**src/rtl/uart_gcd_system.sv**
```systemverilog
// UART-fed GCD engine: two received bytes are reduced by repeated subtraction
// and the result is sent back over UART, shown on the LEDs and on 7-segment digits.
module uart_gcd_system #(
  parameter int CLKS_PER_BIT = 5208
) (
  input  logic       sysclk,
  input  logic       reset,
  input  logic       rxd,
  output logic       txd,
  output logic [7:0] led,
  input  logic [7:0] switch,
  output logic [6:0] digi_out1,
  output logic [6:0] digi_out2,
  output logic [6:0] digi_out3,
  output logic [6:0] digi_out4
);

  localparam int CW = $clog2(CLKS_PER_BIT) + 1;
  localparam logic [CW-1:0] BIT_LAST  = CW'(CLKS_PER_BIT - 1);
  localparam logic [CW-1:0] HALF_LAST = CW'(CLKS_PER_BIT / 2 - 1);

  localparam logic [1:0] RX_IDLE  = 2'd0;
  localparam logic [1:0] RX_START = 2'd1;
  localparam logic [1:0] RX_DATA  = 2'd2;
  localparam logic [1:0] RX_STOP  = 2'd3;

  localparam logic [1:0] TX_IDLE  = 2'd0;
  localparam logic [1:0] TX_START = 2'd1;
  localparam logic [1:0] TX_DATA  = 2'd2;
  localparam logic [1:0] TX_STOP  = 2'd3;

  localparam logic [1:0] ST_WAIT_A  = 2'd0;
  localparam logic [1:0] ST_WAIT_B  = 2'd1;
  localparam logic [1:0] ST_COMPUTE = 2'd2;
  localparam logic [1:0] ST_SEND    = 2'd3;

  logic          rx_s1_q, rx_s2_q, rx_prev_q;
  logic [1:0]    rx_state_q, rx_state_d;
  logic [CW-1:0] rx_cnt_q, rx_cnt_d;
  logic [2:0]    rx_idx_q, rx_idx_d;
  logic [7:0]    rx_shift_q, rx_shift_d;
  logic          rx_valid;

  logic [1:0]    tx_state_q, tx_state_d;
  logic [CW-1:0] tx_cnt_q, tx_cnt_d;
  logic [2:0]    tx_idx_q, tx_idx_d;
  logic [7:0]    tx_shift_q, tx_shift_d;
  logic          txd_q, txd_d;
  logic          tx_start, tx_busy;

  logic [1:0]    st_q, st_d;
  logic [7:0]    a_q, a_d, b_q, b_d, x_q, x_d, y_q, y_d;
  logic [7:0]    res_q, res_d, led_q, led_d;
  logic          sent_q, sent_d;

  logic          unused_switch;
  assign unused_switch = &switch[7:1];

  // Start needs a high-to-low transition, so a line stuck low cannot retrigger.
  always_comb begin
    rx_state_d = rx_state_q;
    rx_cnt_d   = rx_cnt_q;
    rx_idx_d   = rx_idx_q;
    rx_shift_d = rx_shift_q;
    rx_valid   = 1'b0;
    case (rx_state_q)
      RX_IDLE: begin
        rx_cnt_d = '0;
        if (rx_prev_q && !rx_s2_q) rx_state_d = RX_START;
      end
      RX_START: begin
        if (rx_cnt_q == HALF_LAST) begin
          rx_cnt_d   = '0;
          rx_idx_d   = '0;
          rx_state_d = rx_s2_q ? RX_IDLE : RX_DATA;
        end else begin
          rx_cnt_d = rx_cnt_q + 1'b1;
        end
      end
      RX_DATA: begin
        if (rx_cnt_q == BIT_LAST) begin
          rx_cnt_d   = '0;
          rx_shift_d = {rx_s2_q, rx_shift_q[7:1]};
          if (rx_idx_q == 3'd7) rx_state_d = RX_STOP;
          else rx_idx_d = rx_idx_q + 1'b1;
        end else begin
          rx_cnt_d = rx_cnt_q + 1'b1;
        end
      end
      default: begin
        if (rx_cnt_q == BIT_LAST) begin
          rx_cnt_d   = '0;
          rx_valid   = rx_s2_q;
          rx_state_d = RX_IDLE;
        end else begin
          rx_cnt_d = rx_cnt_q + 1'b1;
        end
      end
    endcase
  end

  always_comb begin
    st_d     = st_q;
    a_d      = a_q;
    b_d      = b_q;
    x_d      = x_q;
    y_d      = y_q;
    res_d    = res_q;
    led_d    = led_q;
    sent_d   = sent_q;
    tx_start = 1'b0;
    case (st_q)
      ST_WAIT_A: begin
        if (rx_valid) begin
          a_d  = rx_shift_q;
          st_d = ST_WAIT_B;
        end
      end
      ST_WAIT_B: begin
        if (rx_valid) begin
          b_d  = rx_shift_q;
          x_d  = a_q;
          y_d  = rx_shift_q;
          st_d = ST_COMPUTE;
        end
      end
      ST_COMPUTE: begin
        if (x_q == 8'd0 || y_q == 8'd0 || x_q == y_q) begin
          res_d = x_q | y_q;
          led_d = x_q | y_q;
          st_d  = ST_SEND;
        end else if (x_q > y_q) begin
          x_d = x_q - y_q;
        end else begin
          y_d = y_q - x_q;
        end
      end
      default: begin
        if (!sent_q) begin
          tx_start = 1'b1;
          sent_d   = 1'b1;
        end else if (!tx_busy) begin
          sent_d = 1'b0;
          st_d   = ST_WAIT_A;
        end
      end
    endcase
  end

  assign tx_busy = (tx_state_q != TX_IDLE);

  always_comb begin
    tx_state_d = tx_state_q;
    tx_cnt_d   = tx_cnt_q;
    tx_idx_d   = tx_idx_q;
    tx_shift_d = tx_shift_q;
    txd_d      = txd_q;
    case (tx_state_q)
      TX_IDLE: begin
        txd_d    = 1'b1;
        tx_cnt_d = '0;
        if (tx_start) begin
          tx_shift_d = res_q;
          txd_d      = 1'b0;
          tx_state_d = TX_START;
        end
      end
      TX_START: begin
        if (tx_cnt_q == BIT_LAST) begin
          tx_cnt_d   = '0;
          tx_idx_d   = '0;
          txd_d      = tx_shift_q[0];
          tx_state_d = TX_DATA;
        end else begin
          tx_cnt_d = tx_cnt_q + 1'b1;
        end
      end
      TX_DATA: begin
        if (tx_cnt_q == BIT_LAST) begin
          tx_cnt_d = '0;
          if (tx_idx_q == 3'd7) begin
            txd_d      = 1'b1;
            tx_state_d = TX_STOP;
          end else begin
            tx_idx_d   = tx_idx_q + 1'b1;
            tx_shift_d = {1'b0, tx_shift_q[7:1]};
            txd_d      = tx_shift_q[1];
          end
        end else begin
          tx_cnt_d = tx_cnt_q + 1'b1;
        end
      end
      default: begin
        if (tx_cnt_q == BIT_LAST) begin
          tx_cnt_d   = '0;
          tx_state_d = TX_IDLE;
        end else begin
          tx_cnt_d = tx_cnt_q + 1'b1;
        end
      end
    endcase
  end

  always_ff @(posedge sysclk or negedge reset) begin
    if (!reset) begin
      rx_s1_q    <= 1'b1;
      rx_s2_q    <= 1'b1;
      rx_prev_q  <= 1'b1;
      rx_state_q <= RX_IDLE;
      rx_cnt_q   <= '0;
      rx_idx_q   <= '0;
      rx_shift_q <= '0;
      tx_state_q <= TX_IDLE;
      tx_cnt_q   <= '0;
      tx_idx_q   <= '0;
      tx_shift_q <= '0;
      txd_q      <= 1'b1;
      st_q       <= ST_WAIT_A;
      a_q        <= '0;
      b_q        <= '0;
      x_q        <= '0;
      y_q        <= '0;
      res_q      <= '0;
      led_q      <= '0;
      sent_q     <= 1'b0;
    end else begin
      rx_s1_q    <= rxd;
      rx_s2_q    <= rx_s1_q;
      rx_prev_q  <= rx_s2_q;
      rx_state_q <= rx_state_d;
      rx_cnt_q   <= rx_cnt_d;
      rx_idx_q   <= rx_idx_d;
      rx_shift_q <= rx_shift_d;
      tx_state_q <= tx_state_d;
      tx_cnt_q   <= tx_cnt_d;
      tx_idx_q   <= tx_idx_d;
      tx_shift_q <= tx_shift_d;
      txd_q      <= txd_d;
      st_q       <= st_d;
      a_q        <= a_d;
      b_q        <= b_d;
      x_q        <= x_d;
      y_q        <= y_d;
      res_q      <= res_d;
      led_q      <= led_d;
      sent_q     <= sent_d;
    end
  end

  function automatic logic [6:0] hex7(input logic [3:0] v);
    case (v)
      4'h0: hex7 = 7'b1000000;
      4'h1: hex7 = 7'b1111001;
      4'h2: hex7 = 7'b0100100;
      4'h3: hex7 = 7'b0110000;
      4'h4: hex7 = 7'b0011001;
      4'h5: hex7 = 7'b0010010;
      4'h6: hex7 = 7'b0000010;
      4'h7: hex7 = 7'b1111000;
      4'h8: hex7 = 7'b0000000;
      4'h9: hex7 = 7'b0010000;
      4'hA: hex7 = 7'b0001000;
      4'hB: hex7 = 7'b0000011;
      4'hC: hex7 = 7'b1000110;
      4'hD: hex7 = 7'b0100001;
      4'hE: hex7 = 7'b0000110;
      default: hex7 = 7'b0001110;
    endcase
  endfunction

  always_comb begin
    digi_out1 = hex7(a_q[7:4]);
    digi_out2 = hex7(a_q[3:0]);
    digi_out3 = switch[0] ? hex7(res_q[7:4]) : hex7(b_q[7:4]);
    digi_out4 = switch[0] ? hex7(res_q[3:0]) : hex7(b_q[3:0]);
  end

  assign txd = txd_q;
  assign led = led_q;

endmodule

```
**config.mk**
```make
export PLATFORM = sky130hd
export DESIGN_NAME = uart_gcd_system
export DESIGN_NICKNAME = d
export VERILOG_FILES = /design/src/rtl/uart_gcd_system.sv
export SDC_FILE = /design/constraint.sdc
export NUM_CORES = 1
export LEC_CHECK = 0
export BUFFER_PORTS_ARGS = -buffer_cell sky130_fd_sc_hd__buf_2
export CORE_ASPECT_RATIO = 1.2
export CORE_UTILIZATION = 56
export CTS_BUF_LIST = sky130_fd_sc_hd__clkbuf_16
export CTS_CLUSTER_SIZE = 12
export DETAILED_ROUTE_END_ITERATION = 12
export GPL_ROUTABILITY_DRIVEN = 0
export PLACE_DENSITY = 0.81
export REMOVE_ABC_BUFFERS = 1
export SYNTH_ARGS = -nofsm -noshare
export SYNTH_HDL_FRONTEND = slang
export SYNTH_SLANG_ARGS = --single-unit
```
**constraint.sdc**
```tcl
create_clock -name sysclk -period 2.6 [get_ports sysclk]
set_clock_uncertainty 0.1 [all_clocks]
set_input_delay 0.52 -clock sysclk [delete_from_list [all_inputs] [get_ports sysclk]]
set_output_delay 0.52 -clock sysclk [all_outputs]
set_load 0.005 [all_outputs]
```
### Word level (Yosys, flattened, before mapping)

Memory sizes are Yosys's and may differ from the RTL's.
Cells that the tools add are included.

* ROM bits: 672
* input port bits: 11
* word-level logic and storage cells: 152
* memories: 6
* output and inout bits: 37
* register bits: 101

Memory list
* (name not given): depth 16, width 7, rd ports 1, clocked after memory_dff 0, write ports 0, RTL line 251 `case (v)`
* (name not given): depth 16, width 7, rd ports 1, clocked after memory_dff 0, write ports 0, RTL line 251
* (name not given): depth 16, width 7, rd ports 1, clocked after memory_dff 0, write ports 0, RTL line 251
* (name not given): depth 16, width 7, rd ports 1, clocked after memory_dff 0, write ports 0, RTL line 251
* (name not given): depth 16, width 7, rd ports 1, clocked after memory_dff 0, write ports 0, RTL line 251
* (name not given): depth 16, width 7, rd ports 1, clocked after memory_dff 0, write ports 0, RTL line 251

* magnitude comparators: 1
* eq/ne operators: 29
* reductions and logical operators: 33
* bitwise logic cells: 1
* muxes and demuxes: 57
* $add $sub $neg: 6

Operators by type and width (number)
* 2-to-1 mux 8 bit: 9
* 2-to-1 mux 14 bit: 4
* one-hot mux 8 bit (2 select lines): 3
* 2-to-1 mux 2 bit: 16
* != test 2 bit (second input constant): 16
* adder 14 x 1 -> 14 bit (second input constant): 2
* equality test 14 x 13 -> 1 bit (second input constant): 2
* one-hot mux 14 bit (2 select lines): 1
* AND reduction 4 bit: 5
* 2-to-1 mux 3 bit: 6
* one-hot mux 2 bit (3 select lines): 3
* logical NOT 8 bit: 2
* subtractor 8 bit: 2
* AND reduction 5 bit: 3
* equality test 14 x 12 -> 1 bit (second input constant): 1
* 2-to-1 mux 7 bit: 2
* one-hot mux 3 bit (2 select lines): 2
* nonzero test 2 bit: 6
* 2-to-1 mux 1 bit: 10
* equality test 8 bit: 1
* greater-than comparator 8 bit: 1
* OR 8 bit: 1
* AND reduction 2 bit: 4
* adder 3 x 1 -> 3 bit (second input constant): 2
* 13 further kinds: 23

### Logic depth before layout (Yosys ltp)

* depth after elaboration: 5
* gate-level depth with buffers: 9
* mapped depth without buffers: 9

### Worst setup path before layout

Ideal clock, no wire load.

* kind: flip-flop to flip-flop
* start point: reg x_q[5]
* end point: reg y_q[0]
* period minus slack after synthesis: 2480 ps
* stages on the path, launching flop included: 9
* path buffers: 1
* setup slack: 120 ps
* arrival: 2256 ps
* cells stage by stage: dfrtp_1 > inv_1 > ha_1 > buf_2 > or4_4 > o211ai_1 > o21ai_0 > nand2_1 > mux2_2

* cells in the longest elaborated chain, start to end: 5
* elaborated cells on any way between the ends: 8
* classes of those cells: order compare: 1; eq/ne: 3; reduce/logical: 4

Ends and longest elaborated chain
* start, declared: RTL line 52 `logic [7:0] a_q, a_d, b_q, b_d, x_q, x_d, y_q, y_d;`
* start signal, assigned: RTL line 221 `x_q <= '0;`
* start signal, assigned: RTL line 242 `x_q <= x_d;`
* parallel branches: the longest is 4 deep, another holds greater-than comparator 8 bit
* AND reduction 4 bit (no line) *
* end signal, assigned: RTL line 243 `y_q <= y_d;`
* end, declared: RTL line 52

Every way passes the cells marked *.
A chain may end at the register's enable or synchronous reset.

### Worst setup path after layout

* start point: reg b_q[0]
* end point: out digi_out4[3]

* cells in the longest elaborated chain, start to end: 2

Ends and longest elaborated chain
* start, declared: RTL line 52
* start signal, assigned: RTL line 220 `b_q <= '0;`
* start signal, assigned: RTL line 241 `b_q <= b_d;`
* memory (16 x 7 bit)
* 2-to-1 mux 7 bit: RTL line 275 `digi_out4 = switch[0] ? hex7(res_q[3:0]) : hex7(b_q[3:0]);`
* end, declared: RTL line 15 `output logic [6:0] digi_out4`

No other way between the ends.

==> summary.md <==
| Metric | Value |
|---|---|
| Die Y | 124.5 um |
| Initial core utilization | 0.5760 |
| CP required | 1980 ps |
| #FFs+latches synth | about 100 |
| Routed WL | 15600 um |
| RSZ-0062 raised after global routing | true |
| DR iter-0 viols | 325 |
| Avg WL per Cell | approximately 16 um |
| ANT cells | 0 |
| Final ANT Viol Nets | 0 |
| # IOs | 48 |
| Place WS | -7.506 ps |
| Combinational share of power | 0.074 |
| Final Net Count | 898 |
| Min cycle time layout | 2567 ps |
| CTS root buffer | clkbuf_16 |
| Die ar. | 12970 um^2 |
| DRT Pass-1 Iters | 6 |
| Cell Area, Synth | between 7000 and 8000 um^2 |
| Endpoint class of the critical path | primary output |
| Filler cell count | 914 |
| Core box area | roughly 12000 um^2 |
| Status | finished clean |
| Non-filler cells, final | 977 |
| IR drop worst, VDD | 510.5 uV |
| Initial antenna violation count | 0 |
| Clock buffer depth | 2 |
| Flop pwr share | 0.501 |
| Area contributors post-synth | dfrtp_1, ha_1, mux2_2 |
| Global-route usage over all layers | 0.2478 |
| Rel. slew slack | 0.6241 |
| Routed via count divided by cell count | approximately 5.9 |
| Sequential element share of the synthesized area | 0.3614 |
| Async S/R FF share, synth | 1.000 |
| Post-synthesis xor/xnor area fraction | 0.04249 |
| Largest family of logic cells by synthesized area | simple AND/OR/NAND/NOR gates |
| Cell type with the highest aggregate area in the netlist | dfrtp_1 |
| Worst setup SP type | flop |
| Worst hold path class | input pin to asynchronous set/reset pin |
| Hold slack | 56.23 ps |
| Largest net degree at the start of global routing | 44 |
| Row Count | between 40 and 50 |
| Fmax | 389.5 MHz |
| Syn_area_per_cell | between 9 and 10 um^2 |
| Share of layout cells above drive strength 1 | 0.2120 |
| Port Buffer Count | 40 |
| Leakage | 3.558 nW |
| Worst-margin pin slew | roughly 560 ps |
| Critical path class | flop to primary output |
| Final setup margin | 32.70 ps |
| Post-DP HPWL | 11280 um |
| Reg2reg setup slack | 50 ps |
| Cells after DPL | approximately 950 |
| Cells after Synth | 757 |
| CP Data Arrival Time | 1950 ps |
| Grt total ovfl | 0 |
| Die X | 104.1 um |
| Via count | 5742 |
| Total clock sinks | 101 |
| Net switching power | between 700 and 800 uW |
| Yosys top cell area share | 0.3464 |
| Final setup viols | 0 |
| First-pass GRT wire length | ~26000 um |
| Library cells used by synthesis | 65 |
| YS warnings | 0 |
| Clock slew seen by the registers of the worst setup and hold paths | 70 ps |
| Synth Area in Simple Gates | 0.1664 |
| Adder and majority gate portion of the synthesized area | 0.1360 |
| Area Overhead vs Synth | 13.91% |
| Final hold violations | 0 |
| DRC viols | 0 |
| Post-route clock period utilization | 0.9874 |
| Synth Area in Compound Gates | 0.1382 |
| Critical path fanouts, max | 4 |
| Vias in the first global route | 5747 |
| Max Cap Viol | 0 |
| Mux share of post-synthesis cell area | 0.1073 |
| Post-synth EDFFs | 0 |
| Clock share of power | 0.425 |
| Post-synth top flop | dfrtp_1 |
| Switching share of total power | 0.2356 |
| Later-pin clock latency in the skew report | 350 ps |
| Slew Viols, Final | 0 |
| Int Pwr | approximately 2.6 mW |
| CTS tree | done |
| Power density over the cells | 420.5 nW/um^2 |
| Inserted Clock Buffers | 9 |
| H-tree depth | 3 |
[through the flow]
| stage | total power [mW] | utilization | cell area, um^2 | TNS (ps) |
|---|---|---|---|---|
| 4_1_cts | 3.375 | 0.6473 | 7875 | 0 |
| 3_3_place_gp | 1.944 | 0.6172 | 7510 | 0 |
| 6_report | 3.357 | 0.6561 | 7983 | 0 |
| 3_5_place_dp | 1.959 | 0.6172 | 7510 | -16.42 |
| 2_1_floorplan | 1.838 | - | 6880 | 0 |
| 5_1_grt | 3.474 | 0.6561 | 7983 | -118.0 |
[state kept, by name (all words and copies together), names as in the netlist]
register,flops
tx_state_q,2
tx_cnt_q,14
y_q,8
a_q,8
st_q,2
sent_q,1
x_q,8
tx_shift_q,8
rx_shift_q,8
rx_state_q,2
rx_s2_q,1
tx_idx_q,3
rx_cnt_q,14
rx_idx_q,3
rx_prev_q,1
led,8
txd,1
rx_s1_q,1
b_q,8
[layer usage]
layer / share of wire / global-route usage / vias up
li1: - / - / 2733
met1: 0.40 / 0.2732 / 2834
met2: 0.53 / 0.4518 / 130
met3: 0.030 / 0.04029 / 45
met4: 0.033 / 0.1345 / 0
met5: 0 / 0 / -
[synth_stat cells, types with 2 or more instances]
cell      instances
and4bb_2          2
and2_1            3
o21ai_0          45
nand2b_1         14
dfstp_2           4
xor2_1           16
and3_1            3
nand2_1          63
or3_1             4
mux4_2            4
o21bai_1          3
nand4_1           6
nor2_1           82
clkbuf_1         27
nand3_1          18
a211oi_1          5
mux2_2           33
o22ai_1           2
or3b_2            2
nor4b_1           2
a21oi_1          47
o311ai_0          2
or2_2             5
buf_2             3
a22o_1            5
o211ai_1          7
xnor2_1          18
nor3b_1           3
inv_1            56
a32oi_1           2
ha_1             73
a221oi_1          4
o21a_1            4
a21o_1            2
a31oi_1           7
fa_1              2
dfrtp_1          97
nor4_1            5
nor3_1            9
o31ai_1           4
a221o_1           2
nor2b_1          10
mux2i_1          29
o311a_1           2
[worst max-delay path: stages (launching register included)]
cell,delay [ps]
dfrtp_2,440
buf_4,150
ha_1,230
mux4_2,480
nor2_1,110
a21oi_1,50
buf_2,150
[timing repair]
action	4_1_cts	5_1_grt
hold buffers	0	0
buffers inserted	5	5
setup endpoints to repair	11	24
resized for setup	8	23
[kinds of logic after synthesis]
kind of cell	Yosys count
simple gates	240
compound gates	154
flops	101
buf+inv	87
fa+ha+maj	75
mux	66
xor+xnor	34
[final timing paths]
kind | start | to | cells after the start
max | b_q[0] | digi_out4[3] | 6
max reg2reg | y_q[5] | x_q[1] | 10
max in group asynchronous | reset | rx_prev_q | 2
min reg2reg | rx_s1_q | rx_s2_q | 0
min | reset | tx_cnt_q[0] | 1
min in group sysclk | rxd | rx_s1_q | 1
[cell type report]
type                            count  area [um^2]  area share
Sequential cell                   101         2545      0.3188
Clock buffer                        9        225.2     0.02821
Tap cell                          161        201.4     0.02524
Timing Repair Buffer               75        503.0     0.06301
Clock inverter                      6        88.84     0.01113
Inverter                           56        210.2     0.02633
Multi-Input combinational cell    569         4209      0.5273
[power groups by stage]
stage	clock network, mW	registers [mW]	logic [mW]
final	1.43	1.68	0.247
after global routing	1.50	1.69	0.284
after CTS	1.44	1.68	0.249
after detailed placement	0	1.71	0.246
after global placement	0	1.71	0.236
after floorplan	0	1.71	0.133
[layout by cell type (no fill, tap or decap), types with 10 or more instances in the layout]
cell type  instances
nor2_1            82
a21oi_1           47
nand2_1           63
xnor2_1           18
o21ai_0           44
nand3_1           18
ha_1              67
buf_2             39
mux2_2            33
dfrtp_1           87
mux2i_1           29
dfrtp_2           10
inv_1             51
xor2_1            16
buf_4             33
nand2b_1          14
No activity file was read; power rests on OpenSTA's default activity.
